`config.mk`:
```
export PLATFORM = sky130hd
export DESIGN_NAME = fetch_stage
export DESIGN_NICKNAME = d
export VERILOG_FILES = /design/src/rtl/general_defs_pkg.sv /design/src/rtl/fetch_skid_buffer.sv /design/src/rtl/fetch_stage.sv
export SDC_FILE = /design/constraint.sdc
export NUM_CORES = 1
export LEC_CHECK = 0
export ABC_CLOCK_PERIOD_IN_PS = 4250
export CORE_UTILIZATION = 45
export DETAILED_ROUTE_END_ITERATION = 7
export GPL_TIMING_DRIVEN = 1
export PLACE_DENSITY = 0.7
export SLEW_MARGIN = 30
export SYNTH_ARGS = -nofsm -noshare
export SYNTH_HDL_FRONTEND = slang
export SYNTH_SLANG_ARGS = --single-unit
```
`constraint.sdc`:
```
create_clock -name clk_i -period 4.25 [get_ports clk_i]
set_clock_uncertainty 0.05 [all_clocks]
set_input_delay 0.85 -clock clk_i [delete_from_list [all_inputs] [get_ports clk_i]]
set_output_delay 0.85 -clock clk_i [all_outputs]
set_load 0.01 [all_outputs]
```
`src/rtl/general_defs_pkg.sv`:
```
// Shared pipeline definitions: stall encoding from the hazard detector and the fetch entry record.
// Latency: n/a (types and constants only).
// Backpressure: n/a.
package GENERAL_DEFS;

  // Hazard detector's stall request. Decode and fetch both consume this encoding.
  typedef enum logic {
    NO_STALL_PIPELINE = 1'b0,
    STALL_PIPELINE    = 1'b1
  } stall_pipeline_sig;

  // Architectural widths of the default core configuration.
  localparam int unsigned PC_WIDTH_DEF    = 32;
  localparam int unsigned INSTR_WIDTH_DEF = 16;

  // One fetched instruction together with the address it came from.
  typedef struct packed {
    logic [INSTR_WIDTH_DEF-1:0] instr;
    logic [PC_WIDTH_DEF-1:0]    pc;
  } fetch_entry_t;

endpackage

```
`src/rtl/fetch_skid_buffer.sv`:
```
// One-entry holding register for a fetch response that lands while the pipeline is frozen.
// Latency: entry visible on entry_o the cycle after load_i.
// Backpressure: none of its own; the owner guarantees it never loads while already full.
module fetch_skid_buffer
  import GENERAL_DEFS::*;
#(
  parameter type entry_t = fetch_entry_t
) (
  input  logic   clk_i,
  input  logic   rst_n_i,
  input  logic   load_i,
  input  logic   clear_i,
  input  entry_t entry_i,
  output logic   valid_o,
  output entry_t entry_o
);

  entry_t entry_q;
  logic   valid_q;

  // Clear beats load so a redirect always empties the buffer.
  always_ff @(posedge clk_i) begin
    if (!rst_n_i) begin
      valid_q <= 1'b0;
      entry_q <= '0;
    end else if (clear_i) begin
      valid_q <= 1'b0;
    end else if (load_i) begin
      valid_q <= 1'b1;
      entry_q <= entry_i;
    end
  end

  assign valid_o = valid_q;
  assign entry_o = entry_q;

endmodule

```
`src/rtl/fetch_stage.sv`:
```
// Instruction fetch: owns the PC, issues imem reads, drives IF/ID; optional perf counters under FETCH_PERF_CNT_EN.
// Latency: request in cycle T, data from imem in T+1, on instr_o in T+2; a redirect costs one bubble.
// Backpressure: stall freezes PC and IF/ID; the in-flight response is parked in a one-entry skid buffer.
module fetch_stage
  import GENERAL_DEFS::*;
#(
  parameter int unsigned          PC_WIDTH    = 32,
  parameter int unsigned          INSTR_WIDTH = 16,
  parameter logic [PC_WIDTH-1:0]  RESET_PC    = '0
) (
  input  logic                   clk_i,
  input  logic                   rst_n_i,
  input  stall_pipeline_sig      stall_pipeline_i,
  input  logic                   branch_taken_i,
  input  logic [PC_WIDTH-1:0]    branch_target_i,
  output logic                   imem_rd_en_o,
  output logic [PC_WIDTH-1:0]    imem_addr_o,
  input  logic [INSTR_WIDTH-1:0] imem_data_i,
  output logic [INSTR_WIDTH-1:0] instr_o,
  output logic [PC_WIDTH-1:0]    instr_pc_o,
  output logic                   instr_valid_o
`ifdef FETCH_PERF_CNT_EN
  ,
  output logic [31:0]            stall_cycles_o,
  output logic [31:0]            redirect_cnt_o
`endif
);

  // Entry shape follows the module parameters so non-default widths still line up.
  typedef struct packed {
    logic [INSTR_WIDTH-1:0] instr;
    logic [PC_WIDTH-1:0]    pc;
  } if_entry_t;

  localparam logic [PC_WIDTH-1:0] PC_STEP = PC_WIDTH'(INSTR_WIDTH / 8);

  logic [PC_WIDTH-1:0] pc_q;
  logic                pending_q;
  logic [PC_WIDTH-1:0] pending_pc_q;
  if_entry_t           ifid_q;
  logic                ifid_valid_q;

  logic                stall;
  logic                redirect;
  logic                advance;
  if_entry_t           resp_entry;
  logic                skid_load;
  logic                skid_clear;
  logic                skid_valid;
  if_entry_t           skid_entry;

  // Redirect outranks stall; advance means a plain sequential cycle.
  assign stall    = (stall_pipeline_i == STALL_PIPELINE);
  assign redirect = branch_taken_i;
  assign advance  = !redirect && !stall;

  assign resp_entry = '{instr: imem_data_i, pc: pending_pc_q};

  // Only a stall with a response arriving parks it; draining happens on the first free cycle.
  assign skid_load  = stall && !redirect && pending_q;
  assign skid_clear = redirect || (advance && skid_valid);

  assign imem_rd_en_o = rst_n_i && (redirect || !stall);
  assign imem_addr_o  = redirect ? branch_target_i : pc_q;

  fetch_skid_buffer #(
    .entry_t (if_entry_t)
  ) u_skid (
    .clk_i   (clk_i),
    .rst_n_i (rst_n_i),
    .load_i  (skid_load),
    .clear_i (skid_clear),
    .entry_i (resp_entry),
    .valid_o (skid_valid),
    .entry_o (skid_entry)
  );

  // PC and in-flight tracking: at most one request outstanding at any time.
  always_ff @(posedge clk_i) begin
    if (!rst_n_i) begin
      pc_q         <= RESET_PC;
      pending_q    <= 1'b0;
      pending_pc_q <= '0;
    end else if (redirect) begin
      pc_q         <= branch_target_i + PC_STEP;
      pending_q    <= 1'b1;
      pending_pc_q <= branch_target_i;
    end else if (stall) begin
      pending_q    <= 1'b0;
    end else begin
      pc_q         <= pc_q + PC_STEP;
      pending_q    <= 1'b1;
      pending_pc_q <= pc_q;
    end
  end

  // IF/ID register: skid entry first, then the live response; bubble data is left untouched.
  always_ff @(posedge clk_i) begin
    if (!rst_n_i) begin
      ifid_q       <= '0;
      ifid_valid_q <= 1'b0;
    end else if (redirect) begin
      ifid_valid_q <= 1'b0;
    end else if (advance) begin
      if (skid_valid) begin
        ifid_q       <= skid_entry;
        ifid_valid_q <= 1'b1;
      end else if (pending_q) begin
        ifid_q       <= resp_entry;
        ifid_valid_q <= 1'b1;
      end else begin
        ifid_valid_q <= 1'b0;
      end
    end
  end

  assign instr_o       = ifid_q.instr;
  assign instr_pc_o    = ifid_q.pc;
  assign instr_valid_o = ifid_valid_q;

`ifdef FETCH_PERF_CNT_EN
  logic [31:0] stall_cnt_q;
  logic [31:0] redirect_cnt_q;

  // Saturating event counters; a stall overridden by a redirect counts only as a redirect.
  always_ff @(posedge clk_i) begin
    if (!rst_n_i) begin
      stall_cnt_q    <= '0;
      redirect_cnt_q <= '0;
    end else begin
      if (stall && !redirect && (stall_cnt_q != '1)) begin
        stall_cnt_q <= stall_cnt_q + 32'd1;
      end
      if (redirect && (redirect_cnt_q != '1)) begin
        redirect_cnt_q <= redirect_cnt_q + 32'd1;
      end
    end
  end

  assign stall_cycles_o = stall_cnt_q;
  assign redirect_cnt_o = redirect_cnt_q;
`endif

endmodule

```
**After elaboration in Yosys (flattened, before gate mapping)**

Cells that the tools add are included.

- Register bits: 163
- Output and inout port bits: 82
- Word-level logic and storage cells: 40

- Add/subtract/negate cells: 2
- Eq/ne operators: 1
- Multiplexer cells: 11
- Bitwise operators: 3
- Reduce and logical (&&, ||, !) cells: 14

Operators by type and width:

| cell | number |
|---|---|
| $mux W32 | 5 |
| $mux W48 | 2 |
| $add A32 B2 Y32 const B | 2 |
| $logic_and A1 B1 Y1 | 5 |
| $mux W1 | 4 |
| $reduce_or A2 Y1 | 2 |
| $not A1 Y1 | 3 |
| $reduce_and A3 Y1 | 1 |
| $logic_not A1 Y1 | 2 |
| $logic_or A1 B1 Y1 | 2 |
| $ne A2 B1 Y1 const B | 1 |
| $reduce_and A2 Y1 | 1 |
| $reduce_bool A2 Y1 | 1 |

**Logic depth before layout (Yosys ltp)**

Gate-level depths: netlist of run 1.

- Depth in word-level cells: 6
- Mapped depth: 14
- Depth with buffers taken out: 9

**Modules after synthesis**

Synthesis of run 1 repeated with hierarchy kept, for this count alone.

- Cells, all modules: 884
- Area total of the unflattened synthesis: 7688.6 µm²

By module, submodules not included:

| module | times used | cells an instance | area an instance (µm²) | sequential area each (µm²) |
|---|---|---|---|---|
| fetch_stage | 1 | 671 | 5724.2 | 2282.2 |
| fetch_skid_buffer | 1 | 213 | 1964.4 | 980.9 |

**Worst setup path after synthesis of run 1**

OpenSTA, ideal clock, no wires.

- Kind: input -> register
- Start: in branch_taken_i
- End: reg pc_q[25]
- Library setup time: 117 ps
- Data arrival time: 3325 ps
- Data required time: 4083 ps
- Setup slack: 758 ps
- Cell stages on the path: 13
- Buffers on the path: 5
- Path through: buf_6 buf_6 buf_2 buf_2 buf_2 mux2i_1 inv_1 ha_1 inv_1 a21oi_1 nand4_1 or3_1 a32o_1

- Longest elaborated chain between the ends: 1

Ends and longest elaborated chain:

| item | line | RTL |
|---|---|---|
| start, declared | fetch_stage.sv:14 | `input logic branch_taken_i,` |
| $ne A2 B1 Y1 (no source line) or $mux W32 (tied branches) | -- |  |
| end signal, assigned | fetch_stage.sv:85 | `pc_q <= branch_target_i + PC_STEP;` |
| end signal, assigned | fetch_stage.sv:91 | `pc_q <= pc_q + PC_STEP;` |
| end, declared | fetch_stage.sv:37 | `logic [PC_WIDTH-1:0] pc_q;` |

Several ways; a longest one is shown, not always the timed one.
A chain may end at the register's enable or synchronous reset.

**Final worst setup path of run 1**

- Start: in branch_taken_i
- End: out imem_addr_o[9]

- Longest elaborated chain between the ends: 1

Ends and longest elaborated chain:

| item | line | RTL |
|---|---|---|
| $mux W32 | fetch_stage.sv:64 | `assign imem_addr_o = redirect ? branch_target_i : pc_q;` |
| end, declared | fetch_stage.sv:17 | `output logic [PC_WIDTH-1:0] imem_addr_o,` |

No other way between the ends.

==> results of run 1 <==
## logic make-up after synthesis
| kind of cell | count (synthesis) | share of synthesized area (%) |
|---|---|---|
| compound gates | 187 | 16.4 |
| xor+xnor | 21 | 2.53 |
| fa+ha+maj | 1 | 0.172 |
| buf+inv | 96 | 5.31 |
| flops | 163 | 45.0 |
| mux | 80 | 11.1 |
| simple gates | 317 | 19.5 |
## registers in the layout, summed over array words and instances, names as in the netlist
register / count
pending_pc_q: 32
u_skid.entry_o: 48
u_skid.valid_o: 1
instr_valid_o: 1
instr_o: 16
pending_q: 1
pc_q: 32
instr_pc_o: 32
## layout make-up
cell class | instances | area (sq um)
clock buffers | 22 | 485
clock inverters | 10 | 119
fillers | 1421 | 6460
inverters | 31 | 119
multi-input cells | 606 | 3620
flip-flops and latches | 163 | 3270
well taps | 216 | 270
repair buffers | 151 | 1490
## layout by cell type, fill, tap and decap left out, types with 4 or more instances in the layout
| master | n |
|---|---|
| a211oi_1 | 81 |
| a21oi_1 | 70 |
| a22oi_1 | 6 |
| buf_4 | 16 |
| clkbuf_16 | 18 |
| clkdlybuf4s50_1 | 132 |
| dfxtp_1 | 162 |
| inv_1 | 29 |
| mux2_2 | 5 |
| mux2i_1 | 75 |
| nand2_1 | 145 |
| nand3_1 | 39 |
| nand3b_1 | 14 |
| nand4_1 | 6 |
| nor2_1 | 88 |
| nor3_1 | 7 |
| o21ai_0 | 15 |
| o21ai_1 | 4 |
| xnor2_1 | 21 |
## per-layer routing
metal  wire length (um)  up-vias
met4                301        0
met1               9360     2937
li1                   -     3227
met3               1190       27
met5                  0        -
met2               7810      197
## synthesized netlist by cell type, types with 2 or more instances
library cell / number / area share [%]
nor3_1: 8 / 0.55
a31oi_1: 2 / 0.17
nand3_1: 39 / 2.7
buf_6: 2 / 0.31
inv_1: 30 / 1.6
mux2_2: 5 / 0.78
dfxtp_1: 163 / 45
or3_1: 3 / 0.26
o21ai_1: 4 / 0.28
nand2_1: 145 / 7.5
nor2_1: 88 / 4.6
nor3_2: 2 / 0.28
xnor2_1: 21 / 2.5
mux2i_1: 75 / 10
a222oi_1: 2 / 0.28
nand4b_1: 2 / 0.24
a21oi_1: 70 / 4.8
nand4_1: 6 / 0.52
clkbuf_1: 46 / 2.4
buf_1: 9 / 0.47
a22oi_1: 6 / 0.62
nand3b_1: 14 / 1.4
o21ai_0: 15 / 1.0
a211oi_1: 81 / 8.4
buf_2: 8 / 0.55
## worst min path at each step
stage | slack [ps] | depth (start not counted) | from | end
2_1_floorplan | 370 | 2 | pc_q[30] | pc_q[30]
3_3_place_gp | 380 | 2 | pc_q[29] | pc_q[29]
3_5_place_dp | 390 | 2 | pc_q[30] | pc_q[30]
4_1_cts | 400 | 2 | pc_q[30] | pc_q[30]
5_1_grt | 420 | 2 | u_skid.entry_o[38] | u_skid.entry_o[38]
6_report | 400 | 2 | pc_q[30] | pc_q[30]
## stage by stage
stage	utilization (%)	setup slack (ps)	power, mW	hold WS (ps)	std cells
3_5_place_dp	55.4	810	2.21	392	1167
4_1_cts	59.2	797	3.77	402	1199
6_report	59.2	780	3.75	399	1199
5_1_grt	59.2	677	3.88	420	1199
3_3_place_gp	55.3	829	2.21	384	1167
2_1_floorplan	-	758	1.97	373	865
## power groups by stage
stage          combinational [mW]  sequential (mW)  clock (mW)
2_1_floorplan               0.270             1.70           0
3_3_place_gp                0.500             1.71           0
3_5_place_dp                0.503             1.71           0
4_1_cts                     0.505             1.67        1.59
5_1_grt                     0.550             1.69        1.65
6_report                    0.505             1.68        1.57
## tightest hold or removal path: cells and delay by family (launching register included)
kind | cells | cell delay (ps)
flip-flops | 1 | 310
AO/OA/AOI/OAI | 1 | 50
AND/OR/NAND/NOR | 1 | 50
==> summary.md, run 1 <==
| Metric | Value |
|---|---|
| First-pass GRT wire length | 29.5 mm |
| CORE AREA | 0.0158 sq mm |
| Final Hold Viols | 0 |
| Final Cell Area | 0.00937 sq mm |
| Number of buffers and inverters on the critical path | 4 |
| Initial Utilization | 45.8% |
| Pwr Density | 400 mW/mm^2 |
| Critical Path Max Stage Delay | 490 ps |
| Reg2reg setup slack | 1920 ps |
| H-tree levels | 4 |
| CTS buffer count | 17 |
| Placer congestion estimate | 0.884 |
| DRC viols | 0 |
| Die Width | 129 um |
| Routed WL | 18.7 mm |
| TritonCTS clock tree | built |
| Final worst path period share | 81.6% |
| Cells on worst reg2reg path | 10 |
| Setup CP Type | in2out |
| Die area | 0.0166 sq mm |
| # hold bufs at CTS | 0 |
| Synthesized area | 0.00726 sq mm |
| Pint | 2.79 mW |
| Post-synth EDFFs | 0 |
| Area delta synth->final | 29.1% |
| Pleak | 3.33 nW |
| Yosys warns | 0 |
| Grt ovf | 0 |
| Worst-Margin Slew | 786 ps |
| Placed cell area | 0.00876 sq mm |
| Iteration count of the initial detailed-routing pass | 5 |
| Antenna Nets Post-Route | 0 |
| Starting DRT DRC Count | 641 |
| RR Endpoint | pc_q[31] |
| Sw power | 961 uW |
| Met3 GRT Util | 5.07% |
| Vias in the first global route | 5538 |
| Cell chain of the critical path | buf_2 -> buf_4 -> mux2i_1 -> inv_1 -> clkdlybuf4s50_1 |
| I/O Buffers | 133 |
| Yosys reg bits | 163 |
| Worst R2R Start | pc_q[1] |
| RSZ-0062 raised after global routing | false |
| Switching part of the total | 25.6% |
| Fin crit period | 3470 ps |
| Max_slew headroom | 47.6% |
| Met1 Track Usage GR | 35.1% |
| Maxcap violations | 0 |
| Worst setup EP type | output port |
| Ratio of cells with drive above 1 in the final layout | 6.71% |
| CP delay by family, top | buffers and inverters |
| Seq pwr share | 44.7% |
| Main flop type after synthesis | dfxtp_1 |
| Detail-routed via count per cell | 5.33 |
| Row cnt | 46 |
| Setup TNS | 0 ps |
| Pin count of the biggest net entering global routing | 146 |
| CP Capture Point | imem_addr_o[9] |
| Crit path max fanout | 19 |
| Comb power frac | 13.5% |
| Die height | 129 um |
| Synth unique cells | 44 |
| Clock power share | 41.8% |
| Worst-Skew Late Latency | 430 ps |
| Net Count, Synth | 918 |
| Post-CTS setup buffers | 0 |
| Max stage delay cell, worst path | clkdlybuf4s50_1 |
| Top Ports | 134 |
| Gates resized, CTS repair | 0 |
| Syn Area/Cell | 8.39 sq um |
| Sequential cell area fraction in the yosys report | 45.0% |
| CP Data Arrival Time | 2570 ps |
| Post-DP HPWL | 12.6 mm |
| Initial antenna violation count | 0 |
| Most Used Layer, Global Route | met1 |
| Max VDD drop | 306 uV |
| Clock Tree Buf Depth | 2 |
| F_max | 288 MHz |
| Clock sink total | 163 |
| Status | complete, no violations |
| Fin. max-slew vios | 0 |
| Startpoint Class | input pin |
| Stages on the worst setup path | 5 |
| Met2 Use GR | 30.9% |
| Antenna diodes | 0 |
| Critical path origin | branch_taken_i |
| Tot GR Track Use | 22.9% |
| Synth async-reset ratio | 0% |
| Cell at the root of the clock tree | clkbuf_16 |
| Register clock-pin slew on the reported worst setup and hold paths | 60 ps |
| Endpoints failing setup | 0 |
| Total number of vias | 6388 |
| WL/cell | 15.6 um |
| Min-delay worst type | reg2reg |
| Layout net count | 1023 |
| Cells after synthesis | 865 |
| Req. time, crit path | 3350 ps |
Note: power is estimated with default switching activity, not from simulation.
==> run 2, diff against run 1 <==
--- a/config.mk
+++ b/config.mk
@@ -5,11 +5,11 @@
 export SDC_FILE = /design/constraint.sdc
 export NUM_CORES = 1
 export LEC_CHECK = 0
-export ABC_CLOCK_PERIOD_IN_PS = 4250
+export ABC_CLOCK_PERIOD_IN_PS = 2900
 export CORE_UTILIZATION = 45
 export DETAILED_ROUTE_END_ITERATION = 7
 export GPL_TIMING_DRIVEN = 1
-export PLACE_DENSITY = 0.7
+export PLACE_DENSITY = 0.73
 export SLEW_MARGIN = 30
 export SYNTH_ARGS = -nofsm -noshare
 export SYNTH_HDL_FRONTEND = slang
==> constraint.sdc (replaced) <==
create_clock -name clk_i -period 2.9 [get_ports clk_i]
set_clock_uncertainty 0.05 [all_clocks]
set_input_delay 0.58 -clock clk_i [delete_from_list [all_inputs] [get_ports clk_i]]
set_output_delay 0.58 -clock clk_i [all_outputs]
set_load 0.01 [all_outputs]
==> summary.md, run 2 (synthesized netlist as in run 1, its figures left out) <==
| Metric | Value |
|---|---|
| Status | complete, no violations |
| # hold bufs at CTS | 0 |
| Reg2reg setup slack | 740 ps |
| F_max | 361 MHz |
| Post-DP HPWL | 12.8 mm |
| TritonCTS clock tree | built |
| Fin. max-slew vios | 0 |
| Max VDD drop | 426 uV |
| Fin crit period | 2770 ps |
| Ratio of cells with drive above 1 in the final layout | 9.42% |
| RSZ-0062 raised after global routing | false |
| Max reg flops | 48 |
| Grt ovf | 0 |
| Initial antenna violation count | 0 |
| Switching part of the total | 26.8% |
| CP Data Arrival Time | 2140 ps |
| Placed cell area | 0.00903 sq mm |
| Final Hold Viols | 0 |
| Routed WL | 18.9 mm |
| Die Width | 129 um |
| Crit path max fanout | 36 |
| DRC viols | 0 |
| Antenna diodes | 0 |
| Antenna Nets Post-Route | 0 |
| Pwr Density | 565 mW/mm^2 |
| Max_slew headroom | 54.6% |
| Starting DRT DRC Count | 586 |
| Placer congestion estimate | 0.889 |
| Setup TNS | 0 ps |
| Gates resized, CTS repair | 0 |
| Worst R2R Start | pc_q[1] |
| Cell at the root of the clock tree | clkbuf_16 |
| Final worst path period share | 95.6% |
| WL/cell | 15.5 um |
| Total number of vias | 6562 |
| Commonest cells after routing, fill and taps aside | 162 x dfxtp_1, 145 x nand2_1, 132 x clkdlybuf4s50_1 |
| Pint | 3.97 mW |
| Die area | 0.0166 sq mm |
| Seq pwr share | 45.2% |
| Clock sink total | 163 |
| First-pass GRT wire length | 30.2 mm |
| Layout net count | 1049 |
| Vias in the first global route | 5776 |
| CORE AREA | 0.0158 sq mm |
| Worst-Margin Slew | 679 ps |
| Worst Hold Path Cells | 2 |
| Die height | 129 um |
| Post-CTS setup buffers | 0 |
| CTS buffer count | 17 |
| Worst setup EP type | output port |
| Setup CP Type | in2out |
| Detail-routed via count per cell | 5.36 |
| Clock power share | 40.1% |
| Worst-Skew Late Latency | 430 ps |
| RR Endpoint | pc_q[31] |
| Cells on worst reg2reg path | 9 |
| Pin count of the biggest net entering global routing | 146 |
| Row cnt | 46 |
| Iteration count of the initial detailed-routing pass | 5 |
| Initial Utilization | 45.8% |
| Startpoint Class | input pin |
| Hold endpoint | u_skid.entry_o[13] |
| Clock Tree Buf Depth | 2 |
| H-tree levels | 4 |
| Min-delay src | u_skid.entry_o[13] |
| Top Ports | 134 |
| Area delta synth->final | 32.3% |
| Maxcap violations | 0 |
| Register clock-pin slew on the reported worst setup and hold paths | 70 ps |
| Req. time, crit path | 2270 ps |
| Min-delay worst type | reg2reg |
| Pleak | 3.45 nW |
| Endpoints failing setup | 0 |
| Sw power | 1.45 mW |
| Comb power frac | 14.7% |
| Tot GR Track Use | 23.5% |
| Final Cell Area | 0.00960 sq mm |
| I/O Buffers | 133 |
| Commonest non-fill, non-tap cell in the layout | dfxtp_1 |
-- run 2: cell types whose count changed in the layout (fill, tap and decap cells not counted), moves of 2 or more --
cell        change
clkinv_2        -2
clkinvlp_4      +3
clkinv_4        +2
buf_12          +5
buf_4          +21
-- run 2: cell type report --
class / count / area (sq um)
fillers: 1381 / 6230
multi-input cells: 606 / 3630
flip-flops and latches: 163 / 3260
repair buffers: 177 / 1740
clock buffers: 19 / 443
well taps: 216 / 270
clock inverters: 13 / 128
inverters: 31 / 119
-- run 2: per-stage QoR --
step                      setup slack, ps  hold WS [ps]  total power [mW]  cells  util [%]
after CTS                             155           405              5.46   1225      60.7
after global placement                134           384              3.28   1193      57.1
final                                 129           403              5.42   1225      60.7
after global routing                 43.4           421              5.64   1225      60.7
after floorplan                      18.8           373              2.89    865         -
after detailed placement             55.4           396              3.29   1193      57.1
-- run 2: worst max-delay path by stage --
stage,startpoint,endpoint,depth (start not counted)
final,branch_taken_i,imem_addr_o[17],5
after detailed placement,branch_target_i[2],pc_q[31],9
after global routing,branch_taken_i,imem_addr_o[18],6
after global placement,branch_taken_i,pc_q[28],9
after CTS,branch_taken_i,imem_addr_o[18],6
after floorplan,branch_taken_i,pc_q[25],13
-- run 2: routing by layer --
layer	share of wire (%)	global-route usage, %	vias to the layer above
li1	-	-	3275
met2	44	33.5	214
met3	5.8	4.45	22
met5	0	0	-
met4	1.5	7.82	0
met1	49	35.0	3051
-- run 2: critical path: stages --
cell	delay (ps)
buf_2	310
buf_12	250
mux2i_1	340
inv_1	140
clkdlybuf4s50_1	500
-- run 2: power groups by stage --
stage          clock network [mW]  registers (mW)  logic, mW
4_1_cts                      2.21            2.45      0.797
3_3_place_gp                    0            2.49      0.785
3_5_place_dp                    0            2.50      0.792
2_1_floorplan                   0            2.49      0.400
6_report                     2.17            2.45      0.796
5_1_grt                      2.30            2.46      0.867
==> run 3, diff against run 2 <==
--- a/config.mk
+++ b/config.mk
@@ -6,10 +6,10 @@
 export NUM_CORES = 1
 export LEC_CHECK = 0
 export ABC_CLOCK_PERIOD_IN_PS = 2900
-export CORE_UTILIZATION = 45
+export CORE_UTILIZATION = 47
 export DETAILED_ROUTE_END_ITERATION = 7
 export GPL_TIMING_DRIVEN = 1
-export PLACE_DENSITY = 0.73
+export PLACE_DENSITY = 0.76
 export SLEW_MARGIN = 30
 export SYNTH_ARGS = -nofsm -noshare
 export SYNTH_HDL_FRONTEND = slang
==> summary.md, run 3 (synthesized netlist as in run 1, its figures left out) <==
| Metric | Value |
|---|---|
| Clock power share | 42.1% |
| Max reg flops | 48 |
| Seq pwr share | 43.9% |
| Grt ovf | 0 |
| Pin count of the biggest net entering global routing | 132 |
| Initial Utilization | 47.9% |
| Ratio of cells with drive above 1 in the final layout | 8.32% |
| Post-CTS setup buffers | 0 |
| Clock Tree Buf Depth | 2 |
| Final Hold Viols | 0 |
| Worst setup EP type | output port |
| Req. time, crit path | 2270 ps |
| Status | complete, no violations |
| Die height | 126 um |
| Setup CP Type | in2out |
| Cell at the root of the clock tree | clkbuf_16 |
| Crit path max fanout | 4 |
| Switching part of the total | 24.4% |
| Comb power frac | 14.0% |
| Post-DP HPWL | 12.6 mm |
| Worst-Margin Slew | 592 ps |
| Fin. max-slew vios | 0 |
| Cells on worst reg2reg path | 7 |
| Max VDD drop | 446 uV |
| H-tree levels | 4 |
| Total number of vias | 6447 |
| Pwr Density | 585 mW/mm^2 |
| Die area | 0.0159 sq mm |
| Antenna Nets Post-Route | 0 |
| Setup TNS | 0 ps |
| Multi-input gate area | 0.00363 sq mm |
| Register area | 0.00326 sq mm |
| CTS buffer count | 17 |
| Gates resized, CTS repair | 0 |
| Worst-Skew Late Latency | 430 ps |
| Layout net count | 1040 |
| Register clock-pin slew on the reported worst setup and hold paths | 60 ps |
| Placed Instances | 1156 |
| Vias in the first global route | 5727 |
| Reg2reg setup slack | 730 ps |
| Row cnt | 45 |
| # hold bufs at CTS | 0 |
| First-pass GRT wire length | 30.1 mm |
| Pint | 4.22 mW |
| Min-delay worst type | reg2reg |
| Worst R2R Start | pc_q[2] |
| Area delta synth->final | 31.5% |
| Slack of the critical path | 189 ps |
| Pleak | 3.44 nW |
| Initial antenna violation count | 0 |
| CP Data Arrival Time | 2080 ps |
| Iteration count of the initial detailed-routing pass | 5 |
| Maxcap violations | 0 |
| Startpoint Class | input pin |
| Top Ports | 134 |
| Sw power | 1.36 mW |
| Antenna diodes | 0 |
| Commonest cells after routing, fill and taps aside | 162 x dfxtp_1, 145 x nand2_1, 132 x clkdlybuf4s50_1 |
| TritonCTS clock tree | built |
| Die Width | 126 um |
| # fillers | 1282 |
| CORE AREA | 0.0151 sq mm |
| Detail-routed via count per cell | 5.44 |
| Routed WL | 18.5 mm |
| RR Endpoint | pc_q[27] |
| Worst Hold Path Cells | 2 |
| Post-Layout Cell Count | 1185 |
| Fin crit period | 2710 ps |
| Placer congestion estimate | 0.936 |
| Dpl ws | 65.6 ps |
| F_max | 369 MHz |
| Starting DRT DRC Count | 519 |
| Min-delay src | pc_q[29] |
| Final worst path period share | 93.5% |
| Tot GR Track Use | 23.8% |
| Endpoints failing setup | 0 |
| Max_slew headroom | 60.1% |
| WL/cell | 15.6 um |
| RSZ-0062 raised after global routing | false |
| Commonest non-fill, non-tap cell in the layout | dfxtp_1 |
| I/O Buffers | 133 |
| DRC viols | 0 |
| Clock sink total | 163 |
| Hold endpoint | pc_q[29] |
## run 3: cell types whose count changed in the layout (fill, tap and decap cells not counted)
cell        change
clkinv_2        +2
bufinv_16       +3
clkbuf_8        +1
clkinv_4        -1
buf_4           -9
inv_6           -3
clkinvlp_4      -5
## run 3: how the worst max path moves through the flow
| stage | start | end | slack (ps) | cells after the start |
|---|---|---|---|---|
| finish | branch_target_i[8] | imem_addr_o[8] | 190 | 4 |
| global route | branch_target_i[8] | imem_addr_o[8] | 120 | 4 |
| CTS | branch_taken_i | imem_addr_o[31] | 200 | 5 |
| detailed placement | branch_target_i[1] | pc_q[27] | 70 | 9 |
| global placement | branch_target_i[1] | pc_q[31] | 100 | 10 |
| floorplan | branch_taken_i | pc_q[25] | 20 | 13 |
## run 3: cell type report
class                      instances  area share (%)
sequential                       163            34.2
multi-input combinational        606            38.1
clock buffer                      20            4.79
timing repair buffer             168            17.6
tap                              188            2.47
inverter                          31            1.25
clock inverter                     9            1.63
## run 3: stage by stage
| stage | util (%) | instance area [sq um] | total power [mW] | hold slack [ps] |
|---|---|---|---|---|
| 6_report | 63.0 | 9540 | 5.58 | 398 |
| 5_1_grt | 63.0 | 9540 | 5.80 | 418 |
| 4_1_cts | 63.0 | 9540 | 5.60 | 401 |
| 3_5_place_dp | 59.0 | 8930 | 3.27 | 393 |
| 3_3_place_gp | 59.0 | 8930 | 3.26 | 389 |
| 2_1_floorplan | - | 7290 | 2.89 | 373 |
## run 3: power by group through the flow
stage / combinational, mW / sequential (mW) / clock [mW]
global placement: 0.769 / 2.49 / 0
floorplan: 0.400 / 2.49 / 0
CTS: 0.782 / 2.45 / 2.37
detailed placement: 0.776 / 2.50 / 0
global route: 0.849 / 2.47 / 2.49
finish: 0.782 / 2.45 / 2.35
## run 3: routing by layer
| metal | track usage [%] | vias up | wire length (um) |
|---|---|---|---|
| met1 | 34.8 | 2973 | 9050 |
| li1 | - | 3259 | - |
| met3 | 5.23 | 27 | 1110 |
| met2 | 34.4 | 188 | 8020 |
| met4 | 8.01 | 0 | 299 |
| met5 | 0 | - | 0 |
## run 3: critical path, stage by stage
cell	delay (ps)
clkdlybuf4s50_1	470
mux2i_1	450
inv_1	100
clkdlybuf4s50_1	490
==> patch: new RTL, flow settings as in run 3 <==
The parameter `INSTR_WIDTH` goes from 16 to 12.
--- a/src/rtl/fetch_stage.sv
+++ b/src/rtl/fetch_stage.sv
@@ -5,7 +5,7 @@
   import GENERAL_DEFS::*;
 #(
   parameter int unsigned          PC_WIDTH    = 32,
-  parameter int unsigned          INSTR_WIDTH = 16,
+  parameter int unsigned          INSTR_WIDTH = 12,
   parameter logic [PC_WIDTH-1:0]  RESET_PC    = '0
 ) (
   input  logic                   clk_i,
Ports: changed (resized imem_data_i and instr_o); port bits go from 134 to 126. The function was not compared with the original's and may differ.
==> patch against run 3 <==
  * Sequential cell count fell by 8
  * Die area rose by 2.8%
  * Synthesized cell count fell by 1.4%
  * Wire length rose by 2.1%
  * Count of clock-buffer cells in the layout rose by 2
  * Final cell count rose by 1.4%
  * Cell area rose by 2.6%
  * Total power fell by 2.1%
  * Area after synthesis rose by 2.9%
  * Non-clock buffer count rose by 5
  * Worst setup slack got worse by 0.044 ns
  * Critical path depth rose by 1
  * Critical path type unchanged
  * Critical endpoint is now imem_addr_o[16]
  * Largest cell class unchanged
==> patch: results (changes against run 3) <==
| Metric | Value |
|---|---|
| CP Data Arrival Time | `2.12 ns (was 2.08 ns)` |
| Met1 Track Usage GR | `30.3% (was 34.8%)` |
| Relative slew slack | `58.3% (was 60.1%)` |
| IO buf count | `125 (was 133)` |
| Routed Wire Length | `18.9 mm (was 18.5 mm)` |
| Vias in the first global route | `6153 (was 5727)` |
| Cell variety after synth | `52 (was 44)` |
| Lkg Pwr | `4.31 nW (was 3.44 nW)` |
| Reg-to-reg slack, setup | `0.68 ns (was 0.73 ns)` |
| Total GRT Usage | `24.1% (was 23.8%)` |
| First-pass GRT wire length | `31.0 mm (was 30.1 mm)` |
| Min Hold Slack | `0.412 ns (was 0.398 ns)` |
| Post-DR vias/cell | `5.47 (was 5.44)` |
| Layout cell share with drive strength beyond 1 | `11.2% (was 8.32%)` |
| Non-Filler Instances | `1201 (was 1185)` |
| Max reg flops | `44 (was 48)` |
| Met2 WL | `9.27 mm (was 8.02 mm)` |
| Post-DP Area | `0.00915 sq mm (was 0.00893 sq mm)` |
| Outcome | `finished, final reports clean (unchanged)` |
| GR Layer Usage met3 | `3.42% (was 5.23%)` |
| Max Clock Freq | `363 MHz (was 369 MHz)` |
| Met2 usage | `40.9% (was 34.4%)` |
| Synth top cells by count | `nand2_1, dfxtp_1, o211a_1 (was dfxtp_1, nand2_1, nor2_1)` |
| Syn Inst Count | `853 (was 865)` |
| Setup WS pre-CTS | `0.00826 ns (was 0.0656 ns)` |
| FF-to-FF Start | `pc_q[0]$_SDFFE_PN0P_ (was pc_q[2]$_SDFFE_PN0P_)` |
| Met3 WL post-DR | `737 um (was 1.11 mm)` |
| Layout Nets | `1026 (was 1040)` |
| Synth area leaders | `dfxtp_1, nand2_1, o211a_1 (was dfxtp_1, mux2i_1, a211oi_1)` |
| Sw frac | `24.8% (was 24.4%)` |
| Sequential fraction of the synthesis area | `41.6% (was 45.0%)` |
-- patch: cell count changes after synthesis, sizes merged, moves of 11 or more --
| cell | before | now |
|---|---|---|
| a211oi | 81 | 2 |
| a21oi | 70 | 5 |
| nor2 | 88 | 23 |
| o211a | 0 | 65 |
| nand2 | 145 | 197 |
| a21boi | 0 | 48 |
| nand3 | 40 | 60 |
| mux2i | 75 | 63 |
| nor3b | 0 | 11 |
| xnor2 | 21 | 10 |
-- patch: kinds of logic (layout without fill, tap and decap cells) --
| family | Yosys count | after routing | share of synthesized area, % |
|---|---|---|---|
| simple gates | 352 | 352 | 22.6 |
| compound gates | 169 | 169 | 19.0 |
| flops | 155 | 155 | 41.6 |
| buf+inv | 91 | 228 | 5.31 |
| mux | 73 | 73 | 9.95 |
| xor+xnor | 12 | 12 | 1.41 |
| fa+ha+maj | 1 | 1 | 0.168 |
-- patch: final timing paths --
check / end / depth (start not counted)
worst max-delay path: imem_addr_o[16] / 5
worst min-delay path: u_skid.entry_o[1]$_SDFFE_PN0P_ / 2
worst max register to register: pc_q[28]$_SDFFE_PN0P_ / 8
worst min register to register: u_skid.entry_o[1]$_SDFFE_PN0P_ / 2
-- patch: area by class of cell --
class,instances,area [sq um]
clock buffers,22,494
inverters,23,86.3
multi-input cells,607,4010
flip-flops and latches,155,3100
well taps,211,264
repair buffers,173,1690
fillers,1324,5590
clock inverters,10,138
-- patch: tightest hold or removal path, cell delays in order (launching register included) --
cell,delay (ns)
dfxtp_1,0.31
nand2_1,0.04
a21boi_0,0.06
-- patch: power by group through the flow --
stage	Sequential (mW)	Clock, mW	Combinational, mW
2_1_floorplan	2.36	0	0.405
3_3_place_gp	2.37	0	0.773
3_5_place_dp	2.37	0	0.780
4_1_cts	2.33	2.39	0.787
5_1_grt	2.34	2.49	0.853
6_report	2.33	2.36	0.782
